==> src/rtl/lsu_multibyte.sv <==
// Byte-serial load/store unit: frames each request as flag, address and data bytes over a UART.
// Optional macro LSU_STORE_ACK_EN makes a store wait for an ack byte (0xA5).
module lsu_multibyte #(
  parameter int DATA_BYTES     = 2,
  parameter int ADDR_BYTES     = 1,
  parameter int TIMEOUT_CYCLES = 1023
) (
  input  logic                    clk,
  input  logic                    reset,
  input  logic                    req_valid,
  output logic                    req_ready,
  input  logic                    req_we,
  input  logic [8*ADDR_BYTES-1:0] req_addr,
  input  logic [8*DATA_BYTES-1:0] req_wdata,
  output logic                    rsp_valid,
  output logic [8*DATA_BYTES-1:0] rsp_rdata,
  output logic                    rsp_err,
  output logic                    tx_start,
  output logic [7:0]              tx_data,
  input  logic                    tx_done,
  input  logic                    rx_valid,
  input  logic [7:0]              rx_data,
  output logic                    busy
);
  localparam int DW = 8*DATA_BYTES;
  localparam int AW = 8*ADDR_BYTES;
  localparam int TW = (TIMEOUT_CYCLES > 1) ? $clog2(TIMEOUT_CYCLES + 1) : 1;
  localparam bit TO_EN = (TIMEOUT_CYCLES != 0);
  localparam logic [TW-1:0] TLAST = TW'((TIMEOUT_CYCLES > 0) ? TIMEOUT_CYCLES - 1 : 0);
  localparam logic [3:0] ALAST = 4'(ADDR_BYTES - 1);
  localparam logic [3:0] DLAST = 4'(DATA_BYTES - 1);

  typedef enum logic [2:0] {
    IDLE,
    SEND_FLAG,
    SEND_ADDR,
    SEND_DATA,
    RECV_DATA,
`ifdef LSU_STORE_ACK_EN
    WAIT_ACK,
`endif
    DONE
  } state_t;

  state_t          state;
  logic            we_q;
  logic [AW-1:0]   addr_sh;
  logic [DW-1:0]   data_sh;
  logic [3:0]      byte_cnt;
  logic [TW-1:0]   tcnt;
  logic [DW-1:0]   rx_word;
  logic            timed_out;

  assign req_ready = (state == IDLE);
  assign busy      = (state != IDLE);
  assign timed_out = TO_EN && (tcnt == TLAST);

  // data_sh doubles as outgoing store shifter and incoming load assembler
  always_comb begin
    rx_word      = data_sh << 8;
    rx_word[7:0] = rx_data;
  end

  always_ff @(posedge clk or posedge reset) begin
    if (reset) begin
      state     <= IDLE;
      we_q      <= 1'b0;
      addr_sh   <= '0;
      data_sh   <= '0;
      byte_cnt  <= '0;
      tcnt      <= '0;
      rsp_valid <= 1'b0;
      rsp_rdata <= '0;
      rsp_err   <= 1'b0;
      tx_start  <= 1'b0;
      tx_data   <= '0;
    end else begin
      tx_start <= 1'b0;
      case (state)
        IDLE: if (req_valid) begin
          we_q     <= req_we;
          addr_sh  <= req_addr;
          data_sh  <= req_wdata;
          tx_data  <= req_we ? 8'h02 : 8'h01;
          tx_start <= 1'b1;
          state    <= SEND_FLAG;
        end
        SEND_FLAG: if (tx_done) begin
          tx_data  <= addr_sh[AW-1 -: 8];
          addr_sh  <= addr_sh << 8;
          tx_start <= 1'b1;
          byte_cnt <= '0;
          state    <= SEND_ADDR;
        end
        SEND_ADDR: if (tx_done) begin
          if (byte_cnt != ALAST) begin
            byte_cnt <= byte_cnt + 4'd1;
            tx_data  <= addr_sh[AW-1 -: 8];
            addr_sh  <= addr_sh << 8;
            tx_start <= 1'b1;
          end else if (we_q) begin
            byte_cnt <= '0;
            tx_data  <= data_sh[DW-1 -: 8];
            data_sh  <= data_sh << 8;
            tx_start <= 1'b1;
            state    <= SEND_DATA;
          end else begin
            byte_cnt <= '0;
            tcnt     <= '0;
            state    <= RECV_DATA;
          end
        end
        SEND_DATA: if (tx_done) begin
          if (byte_cnt != DLAST) begin
            byte_cnt <= byte_cnt + 4'd1;
            tx_data  <= data_sh[DW-1 -: 8];
            data_sh  <= data_sh << 8;
            tx_start <= 1'b1;
          end else begin
`ifdef LSU_STORE_ACK_EN
            tcnt  <= '0;
            state <= WAIT_ACK;
`else
            rsp_valid <= 1'b1;
            rsp_err   <= 1'b0;
            state     <= DONE;
`endif
          end
        end
        RECV_DATA: begin
          if (rx_valid) begin
            data_sh  <= rx_word;
            tcnt     <= '0;
            byte_cnt <= byte_cnt + 4'd1;
            if (byte_cnt == DLAST) begin
              rsp_valid <= 1'b1;
              rsp_err   <= 1'b0;
              rsp_rdata <= rx_word;
              state     <= DONE;
            end
          end else if (timed_out) begin
            rsp_valid <= 1'b1;
            rsp_err   <= 1'b1;
            rsp_rdata <= '0;
            state     <= DONE;
          end else if (TO_EN) begin
            tcnt <= tcnt + 1'b1;
          end
        end
`ifdef LSU_STORE_ACK_EN
        WAIT_ACK: begin
          if (rx_valid) begin
            rsp_valid <= 1'b1;
            rsp_err   <= (rx_data != 8'hA5);
            state     <= DONE;
          end else if (timed_out) begin
            rsp_valid <= 1'b1;
            rsp_err   <= 1'b1;
            rsp_rdata <= '0;
            state     <= DONE;
          end else if (TO_EN) begin
            tcnt <= tcnt + 1'b1;
          end
        end
`endif
        DONE: begin
          rsp_valid <= 1'b0;
          state     <= IDLE;
        end
        default: state <= IDLE;
      endcase
    end
  end
endmodule

==> config.mk <==
export PLATFORM = sky130hd
export DESIGN_NAME = lsu_multibyte
export DESIGN_NICKNAME = d
export VERILOG_FILES = /design/src/rtl/lsu_multibyte.sv
export SDC_FILE = /design/constraint.sdc
export NUM_CORES = 1
export LEC_CHECK = 0
export ABC_AREA = 1
export CORE_MARGIN = 3
export CORE_UTILIZATION = 50
export DETAILED_ROUTE_END_ITERATION = 8
export MAX_ROUTING_LAYER = met4
export PLACE_DENSITY = 0.82
export SLEW_MARGIN = 20
export SYNTH_ARGS = -nofsm -noshare
export SYNTH_HDL_FRONTEND = slang
export SYNTH_SLANG_ARGS = --single-unit
==> constraint.sdc <==
create_clock -name clk -period 2.5 [get_ports clk]
set_input_delay 0.5 -clock clk [delete_from_list [all_inputs] [get_ports clk]]
set_output_delay 0.5 -clock clk [all_outputs]
set_load 0.02 [all_outputs]
==> reports/results.tsv, run 1 <==
stage	metric	value	unit
run_status	status	finished clean	
cts	clock_latency	0.36	ns
synthesis	yosysUniqueCellTypes	30	
placed_design	postPlaceCellArea	4632	µm²
sta	final-setup-viol-count	0	
worst_setup_path	cp_slowest_stage_delay	0.65	ns
synthesis	synth-seq-cells	69	
worst_setup_path	regToRegSetupSlack	0.56	ns
sta	skew	0.009094	ns
synthesis	synth.area.top_cells	dfrtp_1 44%, nand2_1 22%, inv_1 3.8%	
floorplanning	die_width	94.12	µm
power_and_ir_drop	ir_drop	0.6801	mV
layout	syn_to_final_growth	25.04	%
sta	fin_hold_ws	0.4803	ns
worst_setup_path	worstPathArrival	1.88	ns
placed_design	gp_congestion	0.8826	
synthesis	synth_nets	562	
sta	worstMarginPinSlew	0.4670	ns
floorplanning	die_area	8859	µm²
placed_design	dp_hpwl	6705	µm
placed_design	portBuffers	66	
layout	postLayoutCellArea	4855	µm²
worst_setup_path	cp.buffers_inverters	2	
worst_setup_path	worst_r2r_endpoint	data_sh[11]	
floorplanning	num_rows	31	
worst_hold_path	worst_hold_startpoint	rsp_valid	
layout	layout.nets	634	
drt	drt_wl_total	8954	µm
cts	post-cts-setup-buffers	0	
layout	fin_util	65.53	%
global_route	grt_pass1_wl	15480	µm
floorplanning	fp.coreArea	7408	µm²
global_route	grt_pass1_vias	3459	
synthesis	yosysWarnings	0	
cts	cts_buffer_depth	2	
cts	cts_max_level	3	
layout	insertedDiodeCount	0	
synthesis	synth_ff_type	dfrtp_1	
synthesis	ys_async_sr_fraction	100.0	%
worst_setup_path	start_kind	flip-flop	
synthesis	netlist_instances	519	
synthesis	yosysTopAreaCellShare	44.47	%
layout	layout.cells.non_filler	695	
drt	ant_nets	0	
power_and_ir_drop	p_leak	2.480	nW
flow_run	drv_cap	0	
cts	cts_buffers	9	
synthesis	netlist_area	3882	µm²
drt	vias	3518	
global_route	antenna_found_initial	0	
synthesis	avgSynthCellArea	7.481	µm²
worst_setup_path	ff2ff_path_depth	9	
floorplanning	initial_core_util	52.41	%
sta	relSlewSlack	68.66	%
worst_hold_path	hold_path_class	reg2reg	
worst_setup_path	critical_path_class	reg2out	
sta	hold_viol	0	
worst_hold_path	holdPathStages	2	
worst_setup_path	crit_path_cell_trace	inv_2 -> nand2_1 -> nor2_1 -> clkdlybuf4s50_1	
worst_setup_path	worst-path-max-fanout	8	
floorplanning	die_h	94.12	µm
cts	cts-hold-fix-buffers	0	
cts	path_clk_slew	0.07	ns
floorplanning	io_pins	67	
sta	setup_tns	0	ns
drt	drc	0	
worst_setup_path	crit_slowest_cell	clkdlybuf4s50_1	
global_route	grt_overflow	0	
global_route	grt_max_degree	70	
sta	rsz0062_at_grt	no	
worst_setup_path	cp_top_family	buffers and inverters	
sta	post-route-min-period	2.376	ns
drt	avgViaCountPerCell	5.062	
synthesis	synth_top_area_cell	dfrtp_1	
synthesis	ys_seq_area_share	44.47	%
worst_setup_path	r2r_start	state[2]	
worst_setup_path	end_kind	output pin	
placed_design	numPlacedInstances	679	
cts	cts_tree	done	
global_route	grt_use_total	22.68	%
power_and_ir_drop	p_per_area	1149	nW/µm²
worst_setup_path	cp_data_required_time	2.00	ns
sta	min_period_over_period	95.03	%
worst_hold_path	hold_path_end	rsp_valid	
cts	cts.sinks	69	
layout	drive_gt1_share	11.58	%
cts	cts_resized	0	
drt	first_pass_iters	5	
drt	wire_per_inst	12.88	µm
sta	fmax	0.4209	GHz
synthesis	synth-edff-count	0	
cts	clockRootBuffer	clkbuf_8	
sta	maxSlewViolCount	0	
drt	drtIter0Drc	150	
cells in the final DEF, fill, tap and decap left out, drive strengths merged:
cell / count
a21boi: 1
a21oi: 12
buf: 7
bufinv: 2
clkbuf: 9
clkdlybuf4s50: 66
clkinv: 4
clkinvlp: 1
dfrtp: 69
ha: 5
inv: 46
nand2: 241
nand3: 31
nand3b: 2
nand4: 10
nor2: 42
nor3: 2
o2111ai: 1
o21ai: 38
o21bai: 2
or2: 2
xor2: 3
cells in the mapped netlist (2+ instances only):
| cell type | count |
|---|---|
| xor2_1 | 3 |
| o21ai_1 | 20 |
| dfrtp_1 | 69 |
| a21oi_1 | 12 |
| o21ai_0 | 10 |
| nand4_1 | 9 |
| nor2_2 | 3 |
| nand3_1 | 26 |
| or2_2 | 2 |
| o21bai_1 | 2 |
| nor3_1 | 2 |
| nand2_4 | 3 |
| inv_1 | 39 |
| ha_1 | 5 |
| buf_2 | 2 |
| nand2_1 | 228 |
| nor2_4 | 4 |
| nand3b_1 | 2 |
| o21ai_2 | 8 |
| buf_6 | 4 |
| nor2_8 | 3 |
| buf_4 | 6 |
| nand2_2 | 10 |
| nand3_2 | 5 |
| inv_2 | 6 |
| nor2_1 | 32 |
per-stage QoR:
| stage | setup slack, ns | power [mW] |
|---|---|---|
| 2_1_floorplan | 0.2601 | 3.801 |
| 3_5_place_dp | 0.4551 | 4.583 |
| 6_report | 0.1243 | 5.579 |
| 4_1_cts | 0.1051 | 5.621 |
| 5_1_grt | 0.01723 | 6.051 |
| 3_3_place_gp | 0.5097 | 4.485 |
state kept, by name (all words and copies together) (netlist names):
register and flops:
data_sh 16, rsp_rdata 16, tcnt 10, addr_sh 8
tx_data 8, byte_cnt 4, state 3, rsp_err 1
rsp_valid 1, tx_start 1, we_q 1
worst reg2reg max path, delay by kind of cell (launching register included):
family | cells | cell delay [ns]
simple gates | 7 | 0.91
flops | 1 | 0.63
buf+inv | 2 | 0.30
routing by layer:
layer	share of wire (%)	GRT usage, %
met2	49	37.32
met4	2.5	9.627
met5	0	-
met1	44	27.66
met3	4.6	3.766
cells by family after synthesis:
| group | synth area share, % |
|---|---|
| simple gates | 38.19 |
| flops | 44.47 |
| buf+inv | 7.025 |
| compound gates | 8.025 |
| fa+ha+maj | 1.611 |
| xor+xnor | 0.6769 |
layout make-up:
| class | instances | area (µm²) |
|---|---|---|
| repair buffers | 73 | 725.7 |
| flip-flops and latches | 69 | 1727 |
| inverters | 46 | 172.7 |
| fillers | 625 | 2554 |
| multi-input cells | 392 | 1883 |
| clock buffers | 9 | 123.9 |
| well taps | 99 | 123.9 |
| clock inverters | 7 | 98.84 |
worst max path at each step:
| stage | startpoint | cells past startpoint | slack [ns] | to |
|---|---|---|---|---|
| after global placement | rx_valid | 8 | 0.51 | data_sh[3] |
| final | state[1] | 4 | 0.12 | req_ready |
| after CTS | state[1] | 4 | 0.11 | req_ready |
| after global routing | state[1] | 4 | 0.02 | req_ready |
| after detailed placement | rx_valid | 8 | 0.46 | data_sh[3] |
| after floorplan | reset | 1 | 0.26 | addr_sh[0] |
where the power goes:
group	total (mW)	switching (mW)	internal [mW]
logic	2.79	1.77	1.02
clock network	1.03	0.459	0.566
registers	1.77	0.272	1.49
Power figures use the tool's default switching activity.
==> inputs of run 2 (changes only) <==
- CTS_CLUSTER_DIAMETER: default -> 50
- RECOVER_POWER: default -> 25
==> reports/results.tsv, run 2 (synthesized netlist as in run 1, its figures left out) <==
stage	metric	value	unit
drt	avgViaCountPerCell	5.065	
floorplanning	fp.coreArea	7408	µm²
layout	final_cell_mix	228 x nand2_1, 69 x dfrtp_1, 66 x clkdlybuf4s50_1	
sta	min_period_over_period	95.01	%
floorplanning	initial_core_util	52.41	%
sta	rsz0062_at_grt	no	
layout	layout.nets	634	
layout	nFillCells	627	
worst_setup_path	crit_path_cell_trace	inv_2 -> nand2_1 -> nor2_1 -> clkdlybuf4s50_1	
drt	vias	3520	
sta	relSlewSlack	-10.30	%
global_route	grt_pass1_vias	3459	
layout	syn_to_final_growth	24.65	%
global_route	grt_pass1_wl	15480	µm
worst_setup_path	cp_data_required_time	2.00	ns
power_and_ir_drop	ir_drop	0.6801	mV
placed_design	portBuffers	66	
global_route	grt_use_total	22.68	%
layout	layout.cells.non_filler	695	
layout	final_common_cell	nand2_1	
sta	post-route-min-period	2.375	ns
global_route	busiest_layer	met2	
worst_setup_path	cp_slowest_stage_delay	0.65	ns
sta	skew	0.009096	ns
cts	clock_latency	0.36	ns
global_route	antenna_found_initial	0	
drt	drt_wl_total	8956	µm
drt	drtIter0Drc	150	
global_route	grt_max_degree	70	
run_status	status	finished, violations left	
global_route	grt_overflow	0	
cts	cts_max_level	3	
layout	top_regs	data_sh: 16 flops, rsp_rdata: 16 flops, tcnt: 10 flops	
floorplanning	num_rows	31	
sta	fin_hold_ws	0.4803	ns
cts	cts_buffers	9	
floorplanning	io_pins	67	
worst_setup_path	critical_path_class	reg2out	
sta	worstMarginPinSlew	1.654	ns
cts	clockRootBuffer	clkbuf_8	
placed_design	gp_congestion	0.8826	
cts	cts_buffer_depth	2	
sta	setup_tns	0	ns
worst_setup_path	worstPathArrival	1.88	ns
global_route	grt_use_met3	3.766	%
flow_run	drv_cap	1	
drt	ant_nets	0	
placed_design	dp_hpwl	6705	µm
cts	cts.sinks	69	
drt	drc	0	
sta	hold_viol	0	
floorplanning	die_h	94.12	µm
power_and_ir_drop	p_leak	2.472	nW
floorplanning	die_width	94.12	µm
power_and_ir_drop	p_per_area	1152	nW/µm²
cts	path_clk_slew	0.07	ns
worst_setup_path	start_kind	flip-flop	
cts	post-cts-setup-buffers	0	
global_route	grtUsageMet2	37.32	%
floorplanning	die_area	8859	µm²
global_route	grt_use_met1	27.66	%
run_status	violations	max-capacitance violations, max-slew violations	
cts	cts_resized	0	
placed_design	numPlacedInstances	679	
sta	final-setup-viol-count	0	
worst_hold_path	hold_path_class	reg2reg	
sta	maxSlewViolCount	70	
layout	insertedDiodeCount	0	
drt	wire_per_inst	12.89	µm
layout	drive_gt1_share	11.41	%
cts	cts-hold-fix-buffers	0	
cts	cts_tree	done	
worst_setup_path	crit_slowest_cell	clkdlybuf4s50_1	
drt	first_pass_iters	5	
worst_setup_path	end_kind	output pin	
sta	fmax	0.4210	GHz
worst_setup_path	worst-path-max-fanout	8	
-- run 2: cell count changes in the layout (fill, tap and decap cells not counted) --
cell / before / now
inv_2: 7 / 6
clkbuf_2: 0 / 1
buf_12: 1 / 0
clkinv_1: 1 / 2
-- run 2: layout make-up --
class                           instances  area (µm²)  area share [%]
Multi-Input combinational cell        392        1883           38.91
Sequential cell                        69        1727           35.68
Timing Repair Buffer                   73       710.7           14.68
Inverter                               46       172.7           3.568
Clock buffer                            9       123.9           2.559
Tap cell                               99       123.9           2.559
Clock inverter                          7       98.84           2.042
-- run 2: worst paths after layout --
check,cells past startpoint,start,slack [ns],endpoint
hold reg to reg,2,rsp_valid,0.48,rsp_valid
setup reg to reg,9,state[2],0.56,data_sh[11]
max in group asynchronous,3,reset,0.48,byte_cnt[0]
setup / recovery,4,state[1],0.12,req_ready
min in group asynchronous,3,reset,1.03,tcnt[2]
hold / removal,2,rsp_valid,0.48,rsp_valid
-- run 2: power breakdown --
part           switching (mW)  total, mW  leakage (nW)  internal, mW
clock                   0.459       1.03         0.110         0.566
combinational            1.77       2.78          1.45          1.02
sequential              0.272       1.77         0.913          1.49
-- run 2: worst max-delay path, delay by kind of cell, from the launching register on --
family / cells / cell delay, ns
and+or+nand+nor: 2 / 0.27
buffers and inverters: 2 / 0.75
DFF: 1 / 0.50
-- run 2: stage by stage --
step / instance area [µm²] / power [mW] / utilization (%) / worst slack (ns)
detailed placement: 4632 / 4.583 / 62.52 / 0.4551
floorplan: 3882 / 3.801 / - / 0.2601
global placement: 4632 / 4.485 / 62.52 / 0.5097
finish: 4840 / 5.575 / 65.33 / 0.1248
global route: 4840 / 6.048 / 65.33 / 0.01723
CTS: 4855 / 5.621 / 65.53 / 0.1051
-- run 2: metal layers --
layer,wire (µm),part of all wire (%),vias up
li1,-,-,1774
met1,3984,44,1625
met2,4329,48,98
met3,425,4.7,23
met4,216,2.4,0
met5,0,0,-
